**src/rtl/mem_access_unit_pkg.sv**
```systemverilog
// Shared opcode header for the memory access unit: opcode values, FSM state
// encodings and load size codes used by the subword path.
package mem_access_unit_pkg;

    localparam logic [4:0] OP_NOP  = 5'd0;
    localparam logic [4:0] OP_ADD  = 5'd1;
    localparam logic [4:0] OP_SUB  = 5'd2;
    localparam logic [4:0] OP_AND  = 5'd3;
    localparam logic [4:0] OP_OR   = 5'd4;
    localparam logic [4:0] OP_XOR  = 5'd5;
    localparam logic [4:0] OP_NOT  = 5'd6;
    localparam logic [4:0] OP_LSH  = 5'd7;
    localparam logic [4:0] OP_RSH  = 5'd8;
    localparam logic [4:0] OP_ARSH = 5'd9;
    localparam logic [4:0] OP_LDW  = 5'd10;
    localparam logic [4:0] OP_STR  = 5'd11;
    localparam logic [4:0] OP_LDB  = 5'd12;
    localparam logic [4:0] OP_STB  = 5'd13;
    localparam logic [4:0] OP_LDH  = 5'd14;
    localparam logic [4:0] OP_STH  = 5'd15;

    // Access size of an outstanding load, consumed by the lane aligner.
    localparam logic [1:0] SZ_WORD = 2'd0;
    localparam logic [1:0] SZ_HALF = 2'd1;
    localparam logic [1:0] SZ_BYTE = 2'd2;

    typedef enum logic [1:0] {
        IDLE = 2'd0,
        REQ  = 2'd1,
        WAIT = 2'd2
    } state_t;

endpackage

```
**src/rtl/mem_load_align.sv**
```systemverilog
// Lane select and sign extension for subword loads; only present when
// MEM_SUBWORD_EN is defined.
`ifdef MEM_SUBWORD_EN
module mem_load_align
    import mem_access_unit_pkg::*;
#(
    parameter int DATA_W = 32
) (
    input  logic [DATA_W-1:0] i_rdata,
    input  logic [1:0]        i_off,
    input  logic [1:0]        i_size,
    output logic [DATA_W-1:0] o_data
);

    logic [DATA_W-1:0] w_shifted;

    assign w_shifted = i_rdata >> {i_off, 3'b000};

    always_comb begin
        o_data = i_rdata;
        if (i_size == SZ_BYTE) begin
            o_data = {{(DATA_W-8){w_shifted[7]}}, w_shifted[7:0]};
        end else if (i_size == SZ_HALF) begin
            o_data = {{(DATA_W-16){w_shifted[15]}}, w_shifted[15:0]};
        end
    end

endmodule
`endif

```
**src/rtl/mem_access_unit.sv**
```systemverilog
// Memory stage: ALU results pass straight to writeback, loads/stores run an
// IDLE/REQ/WAIT handshake. Define MEM_SUBWORD_EN for byte/halfword access.
module mem_access_unit
    import mem_access_unit_pkg::*;
#(
    parameter int DATA_W      = 32,
    parameter int DADDR_W     = 8,
    parameter int RF_AW       = 4,
    parameter int PC_W        = 5,
    parameter int TIMEOUT_CYC = 15
) (
    input  logic                clk,
    input  logic                rst,
    input  logic                in_valid,
    output logic                in_ready,
    input  logic [4:0]          opcode,
    input  logic                isimm,
    input  logic [DATA_W-1:0]   aluout,
    input  logic [DATA_W-1:0]   store_data,
    input  logic [RF_AW-1:0]    dest_addr,
    input  logic [PC_W-1:0]     pc,
    output logic                dmem_req,
    output logic                dmem_we,
    output logic [DADDR_W-1:0]  dmem_addr,
    output logic [DATA_W-1:0]   dmem_wdata,
    output logic [DATA_W/8-1:0] dmem_be,
    input  logic                dmem_gnt,
    input  logic                dmem_rvalid,
    input  logic [DATA_W-1:0]   dmem_rdata,
    output logic                out_valid,
    output logic                wb_en,
    output logic                err,
    output logic [DATA_W-1:0]   wb_data,
    output logic [4:0]          opcode_out,
    output logic [RF_AW-1:0]    dest_out,
    output logic [PC_W-1:0]     pc_out
);

    localparam int BE_W = DATA_W / 8;
    localparam logic [7:0] TO_LAST = 8'(TIMEOUT_CYC - 1);

    state_t             r_state, w_next;
    logic [7:0]         r_cnt;
    logic               r_req, r_we, r_outValid, r_wbEn, r_err;
    logic [DADDR_W-1:0] r_addr;
    logic [DATA_W-1:0]  r_wdata, r_wbData;
    logic [BE_W-1:0]    r_be;
    logic [4:0]         r_op, r_opOut;
    logic [RF_AW-1:0]   r_dest, r_destOut;
    logic [PC_W-1:0]    r_pc, r_pcOut;

    logic               w_accept, w_isAlu, w_aluWb, w_isLoadW, w_isStoreW;
    logic               w_memOp, w_isStore, w_misalign;
    logic [DADDR_W-1:0] w_addr;
    logic [DATA_W-1:0]  w_wdata, w_loadData;
    logic [BE_W-1:0]    w_be;
    logic               w_done, w_doneLoad, w_doneErr;
    logic               w_unused;

`ifdef MEM_SUBWORD_EN
    logic       w_isByte, w_isHalf;
    logic [1:0] w_size, r_size, r_off;

    mem_load_align #(.DATA_W(DATA_W)) u_align (
        .i_rdata (dmem_rdata),
        .i_off   (r_off),
        .i_size  (r_size),
        .o_data  (w_loadData)
    );
`else
    assign w_loadData = dmem_rdata;
`endif

    assign w_unused = ^aluout;
    assign in_ready = (r_state == IDLE) && !rst;
    assign w_accept = in_valid && in_ready;

    // Decode the incoming instruction into a pass-through or a memory request.
    always_comb begin
        w_isLoadW  = !isimm && (opcode == OP_LDW);
        w_isStoreW = !isimm && (opcode == OP_STR);
        w_isAlu    = isimm || (opcode <= OP_ARSH);
        w_aluWb    = w_isAlu && (opcode != OP_NOP);
        w_misalign = 1'b0;
        w_be       = '1;
        w_wdata    = store_data;
`ifdef MEM_SUBWORD_EN
        w_isByte   = !isimm && ((opcode == OP_LDB) || (opcode == OP_STB));
        w_isHalf   = !isimm && ((opcode == OP_LDH) || (opcode == OP_STH));
        w_misalign = w_isHalf && aluout[0];
        w_memOp    = w_isLoadW || w_isStoreW || w_isByte || (w_isHalf && !aluout[0]);
        w_isStore  = w_isStoreW || (!isimm && ((opcode == OP_STB) || (opcode == OP_STH)));
        w_addr     = aluout[DADDR_W+1:2];
        w_size     = SZ_WORD;
        if (w_isByte) begin
            w_size  = SZ_BYTE;
            w_be    = BE_W'(1) << aluout[1:0];
            w_wdata = {BE_W{store_data[7:0]}};
        end else if (w_isHalf) begin
            w_size  = SZ_HALF;
            w_be    = BE_W'(3) << {aluout[1], 1'b0};
            w_wdata = {(DATA_W/16){store_data[15:0]}};
        end
`else
        w_memOp    = w_isLoadW || w_isStoreW;
        w_isStore  = w_isStoreW;
        w_addr     = aluout[DADDR_W-1:0];
`endif
    end

    always_comb begin
        w_next     = r_state;
        w_done     = 1'b0;
        w_doneLoad = 1'b0;
        w_doneErr  = 1'b0;
        case (r_state)
            IDLE: begin
                if (w_accept && w_memOp) begin
                    w_next = REQ;
                end
            end
            REQ: begin
                if (dmem_gnt) begin
                    if (r_we) begin
                        w_next = IDLE;
                        w_done = 1'b1;
                    end else if (dmem_rvalid) begin
                        w_next     = IDLE;
                        w_done     = 1'b1;
                        w_doneLoad = 1'b1;
                    end else begin
                        w_next = WAIT;
                    end
                end
            end
            WAIT: begin
                if (dmem_rvalid) begin
                    w_next     = IDLE;
                    w_done     = 1'b1;
                    w_doneLoad = 1'b1;
                end else if (r_cnt == TO_LAST) begin
                    w_next    = IDLE;
                    w_done    = 1'b1;
                    w_doneErr = 1'b1;
                end
            end
            default: w_next = IDLE;
        endcase
    end

    // Writeback fields are only loaded on completion so they hold between pulses.
    always_ff @(posedge clk) begin
        if (rst) begin
            r_state    <= IDLE;
            r_cnt      <= '0;
            r_req      <= 1'b0;
            r_we       <= 1'b0;
            r_addr     <= '0;
            r_wdata    <= '0;
            r_be       <= '0;
            r_op       <= '0;
            r_dest     <= '0;
            r_pc       <= '0;
            r_outValid <= 1'b0;
            r_wbEn     <= 1'b0;
            r_err      <= 1'b0;
            r_wbData   <= '0;
            r_opOut    <= '0;
            r_destOut  <= '0;
            r_pcOut    <= '0;
`ifdef MEM_SUBWORD_EN
            r_size     <= SZ_WORD;
            r_off      <= '0;
`endif
        end else begin
            r_state    <= w_next;
            r_outValid <= 1'b0;
            r_wbEn     <= 1'b0;
            r_err      <= 1'b0;
            if (r_state == IDLE && w_accept) begin
                if (w_memOp) begin
                    r_req   <= 1'b1;
                    r_we    <= w_isStore;
                    r_addr  <= w_addr;
                    r_wdata <= w_wdata;
                    r_be    <= w_be;
                    r_op    <= opcode;
                    r_dest  <= dest_addr;
                    r_pc    <= pc;
`ifdef MEM_SUBWORD_EN
                    r_size  <= w_size;
                    r_off   <= aluout[1:0];
`endif
                end else begin
                    r_outValid <= 1'b1;
                    r_wbEn     <= w_aluWb;
                    r_err      <= w_misalign;
                    r_wbData   <= aluout;
                    r_opOut    <= opcode;
                    r_destOut  <= dest_addr;
                    r_pcOut    <= pc;
                end
            end
            if (r_state == REQ && dmem_gnt) begin
                r_req <= 1'b0;
                r_we  <= 1'b0;
                r_cnt <= '0;
            end
            if (r_state == WAIT) begin
                r_cnt <= r_cnt + 8'd1;
            end
            if (w_done) begin
                r_outValid <= 1'b1;
                r_wbEn     <= w_doneLoad;
                r_err      <= w_doneErr;
                r_opOut    <= r_op;
                r_destOut  <= r_dest;
                r_pcOut    <= r_pc;
                if (w_doneLoad) begin
                    r_wbData <= w_loadData;
                end
            end
        end
    end

    assign dmem_req   = r_req;
    assign dmem_we    = r_we;
    assign dmem_addr  = r_addr;
    assign dmem_wdata = r_wdata;
    assign dmem_be    = r_be;
    assign out_valid  = r_outValid;
    assign wb_en      = r_wbEn;
    assign err        = r_err;
    assign wb_data    = r_wbData;
    assign opcode_out = r_opOut;
    assign dest_out   = r_destOut;
    assign pc_out     = r_pcOut;

endmodule

```
**config.mk**
```make
export PLATFORM = sky130hd
export DESIGN_NAME = mem_access_unit
export DESIGN_NICKNAME = d
export VERILOG_FILES = /design/src/rtl/mem_access_unit_pkg.sv /design/src/rtl/mem_load_align.sv /design/src/rtl/mem_access_unit.sv
export SDC_FILE = /design/constraint.sdc
export NUM_CORES = 1
export LEC_CHECK = 0
export CORE_MARGIN = 4
export CORE_UTILIZATION = 42
export CTS_CLUSTER_SIZE = 28
export DETAILED_ROUTE_END_ITERATION = 10
export PLACE_DENSITY = 0.79
export SKIP_CTS_REPAIR_TIMING = 1
export SYNTH_ARGS = -nofsm -noshare
export SYNTH_HDL_FRONTEND = slang
export SYNTH_SLANG_ARGS = --single-unit
```
**constraint.sdc**
```tcl
create_clock -name clk -period 2.4 [get_ports clk]
set_input_delay 0.48 -clock clk [delete_from_list [all_inputs] [get_ports clk]]
set_output_delay 0.48 -clock clk [all_outputs]
set_load 0.1 [all_outputs]
```
==> reports/results.ini, run 1 <==
[power_and_ir_drop]
powerDensity_nw_per_um2=800
p_int_mw=4.13
seqPwrFrac_pct=34.8
vdd.ir_drop.worst_mv=0.688
power_leakage_nw=2.89
switchingPower_mw=1.79
clkPwrFrac_pct=43.1
p_sw_share_pct=30.2
power_frac_comb_pct=22.1

[clock_tree]
clk_pin_slew_ns=0.05
cts_buffers=17
cts_num_sinks=116
clkLatencyLatePin_ns=0.40
cts_buffer_depth=2
htreeDepth=4
clockRootBuffer=clkbuf_16
cts_tree=built

[floorplanning]
die_h_um=115
start_util_pct=43.6
dieWidth_um=115
core-area_um2=11000
num_rows=38
ios=212
die-area_um2=13200

[sta]
fmax_mhz=484
fin_tns_setup_ns=0
hold_ws_ns=0.449
worst_pin_slew_ns=0.418
setup_viol=0
hold_violations=0
fin_ws_ns=0.335
fin_skew_ns=0.00554
layout_min_cycle_time_ns=2.07
rsz0062_at_grt=no
relSlewSlack_pct=72.2
fin_crit_sh_pct=86.1
slew_violations=0

[worst_setup_path]
crit_fanout=38
worst-setup-path-type=register to register
crit_path_frequent_cell=inv_1
crit_path_max_incr_delay_ns=0.68
cp_slowest_cell=or4_2
cp_data_arrival_time_ns=2.34
cp-end-kind=register
required_ns=2.67
worstPathCellList=inv_1 > ha_1 > inv_1 > or4_2 > buf_4 > nand2_1 > a21oi_1
ff2ff_path_depth=7
crit_path_start_kind=register

[synthesis]
syn_area_per_cell_um2=8.15
synth_fp_nets=710
yosysWarningCount=0
yosysUniqueCellTypes=48
syn_inst=588
synth-seq-area-share_pct=48.5
synth-seq-cells=116
syn_area_um2=4790

[layout]
final_cell_mix=198 x nand2_1, 116 x dfxtp_1, 114 x clkdlybuf4s50_1
final_layout_size_suffix_gt1_share_pct=19.9
nNetsFinal=911
synthToLayoutAreaGrowth_pct=54.5
diodes=0
final_common_cell=nand2_1
fin_util_pct=67.4
num-fill-cells=882

[worst_hold_path]
whs_path_depth=2
hold_path.class=register to register

[detailed_routing]
drtIter0Drc=397
drtAntennaViolNets=0
dr.pass1.iters=5
drc_errors=0
wirelength_mm=15.6
wl_per_cell_um=16.6
via_per_inst=5.27
via_count=4963

[grt]
grt_max_degree=96
grt.overflow.total=0
grt_pass1_vias=5019
track_usage_pct=23.2
grt_pass1_wl_mm=24.3
antenna_found_initial=0

[placed_design]
place_congestion=0.822
io_buffers=211
place_ws_ns=-0.0473
place_hpwl_mm=11.0

[flow_run]
cap_violations=0

[status]
status=completed

routing by layer:
metal	routed length [um]	global-route usage [%]
met1	6180	26.5
met2	7860	39.9
met3	1330	8.63
met4	223	8.37
met5	0	0
cell type report:
cell class / instances / area [um2] / share of cell area [%]
Timing Repair Buffer: 232 / 2100 / 28.4
Tap cell: 140 / 175 / 2.37
Clock inverter: 9 / 128 / 1.72
Sequential cell: 116 / 2320 / 31.4
Multi-Input combinational cell: 413 / 2170 / 29.3
Inverter: 9 / 33.8 / 0.456
Clock buffer: 22 / 474 / 6.41
worst paths after layout:
kind / endpoint / slack, ns / from
setup reg to reg: dmem_wdata[20]$_SDFFE_PP0P_ / 0.33 / r_state[0]$_SDFFE_PP0P_
hold reg to reg: r_dest[0]$_SDFFE_PP0P_ / 0.45 / r_dest[0]$_SDFFE_PP0P_
setup / recovery: dmem_wdata[20]$_SDFFE_PP0P_ / 0.33 / r_state[0]$_SDFFE_PP0P_
hold / removal: r_dest[0]$_SDFFE_PP0P_ / 0.45 / r_dest[0]$_SDFFE_PP0P_
state kept, by name (all words and copies together) (netlist names):
name	count
dmem_wdata	32
wb_data	32
dmem_addr	8
r_cnt	8
opcode_out	5
pc_out	5
r_op	5
r_pc	5
dest_out	4
r_dest	4
r_state	2
dmem_be	1
dmem_req	1
dmem_we	1
err	1
out_valid	1
wb_en	1
synth_stat cells (all sizes together):
| cell type | number | area, um2 |
|---|---|---|
| nand2 | 198 | 743 |
| clkbuf | 18 | 67.6 |
| nor2 | 42 | 158 |
| o21a | 1 | 7.51 |
| o221ai | 1 | 8.76 |
| nor3 | 2 | 10.0 |
| mux2i | 3 | 30.0 |
| o31ai | 1 | 12.5 |
| or2 | 2 | 12.5 |
| a41oi | 3 | 26.3 |
| or4 | 2 | 15.0 |
| nand3b | 2 | 15.0 |
| dfxtp | 116 | 2320 |
| and2 | 3 | 18.8 |
| o2bb2ai | 1 | 8.76 |
| or3 | 1 | 6.26 |
| a21o | 1 | 7.51 |
| nand4b | 1 | 8.76 |
| inv | 9 | 33.8 |
| a211oi | 2 | 15.0 |
| a221oi | 1 | 8.76 |
| a21oi | 70 | 350 |
| nand3 | 1 | 5.00 |
| a211o | 1 | 8.76 |
| o221a | 2 | 31.3 |
| and3b | 1 | 8.76 |
| buf | 32 | 216 |
| ha | 6 | 75.1 |
| a22oi | 2 | 15.0 |
| a31o | 1 | 8.76 |
| o211ai | 1 | 7.51 |
| nand4 | 2 | 18.8 |
| o31a | 1 | 8.76 |
| o211a | 1 | 10.0 |
| nor4 | 3 | 40.0 |
| a31oi | 1 | 6.26 |
| o21ai | 3 | 15.0 |
| and4 | 1 | 8.76 |
| and3 | 3 | 18.8 |
| a311oi | 46 | 403 |
worst max-delay path, delay by kind of cell (launching register included):
family                     cells  cell delay (ns)
AOI/OAI and AO/OA              1             0.07
adders and majority gates      1             0.20
buffers and inverters          3             0.52
DFF                            1             0.33
and+or+nand+nor                2             0.81
stage by stage:
step                power, mW  instances  instance area (um2)
finish                   5.92        941                 7400
floorplan                2.96        588                 4790
global placement         3.39        910                 6800
detailed placement       3.40        910                 6800
global route             6.12        941                 7400
CTS                      5.97        941                 7400
power groups by stage:
stage	Sequential, mW	Combinational [mW]	Clock [mW]
floorplan	2.62	0.335	0
global placement	2.09	1.29	0
detailed placement	2.10	1.30	0
CTS	2.06	1.31	2.60
global route	2.07	1.37	2.69
finish	2.06	1.31	2.55
logic make-up after synthesis:
group / share of synthesized area (%)
AND/OR/NAND/NOR: 22.7
adder cells (fa/ha/maj): 1.57
flip-flops: 48.5
multiplexers: 0.627
buffers and inverters: 6.63
AO/OA/AOI/OAI: 20.0
(Power assumes the default switching activity.)
==> run 2: changes to the inputs <==
--- a/config.mk
+++ b/config.mk
@@ -5,10 +5,12 @@
 export SDC_FILE = /design/constraint.sdc
 export NUM_CORES = 1
 export LEC_CHECK = 0
+export CAP_MARGIN = 20
 export CORE_MARGIN = 4
 export CORE_UTILIZATION = 42
 export CTS_CLUSTER_SIZE = 28
 export DETAILED_ROUTE_END_ITERATION = 10
+export GPL_ROUTABILITY_DRIVEN = 0
 export PLACE_DENSITY = 0.79
 export SKIP_CTS_REPAIR_TIMING = 1
 export SYNTH_ARGS = -nofsm -noshare
==> results of run 2 <==
No change in the layout: final DEF, timing and power equal those of run 1.
==> run 3: changes to the inputs <==
--- a/config.mk
+++ b/config.mk
@@ -5,10 +5,8 @@
 export SDC_FILE = /design/constraint.sdc
 export NUM_CORES = 1
 export LEC_CHECK = 0
-export CAP_MARGIN = 20
 export CORE_MARGIN = 4
 export CORE_UTILIZATION = 42
-export CTS_CLUSTER_SIZE = 28
 export DETAILED_ROUTE_END_ITERATION = 10
 export GPL_ROUTABILITY_DRIVEN = 0
 export PLACE_DENSITY = 0.79
==> results of run 3 <==
No change in the layout: final DEF, timing and power equal those of run 1.
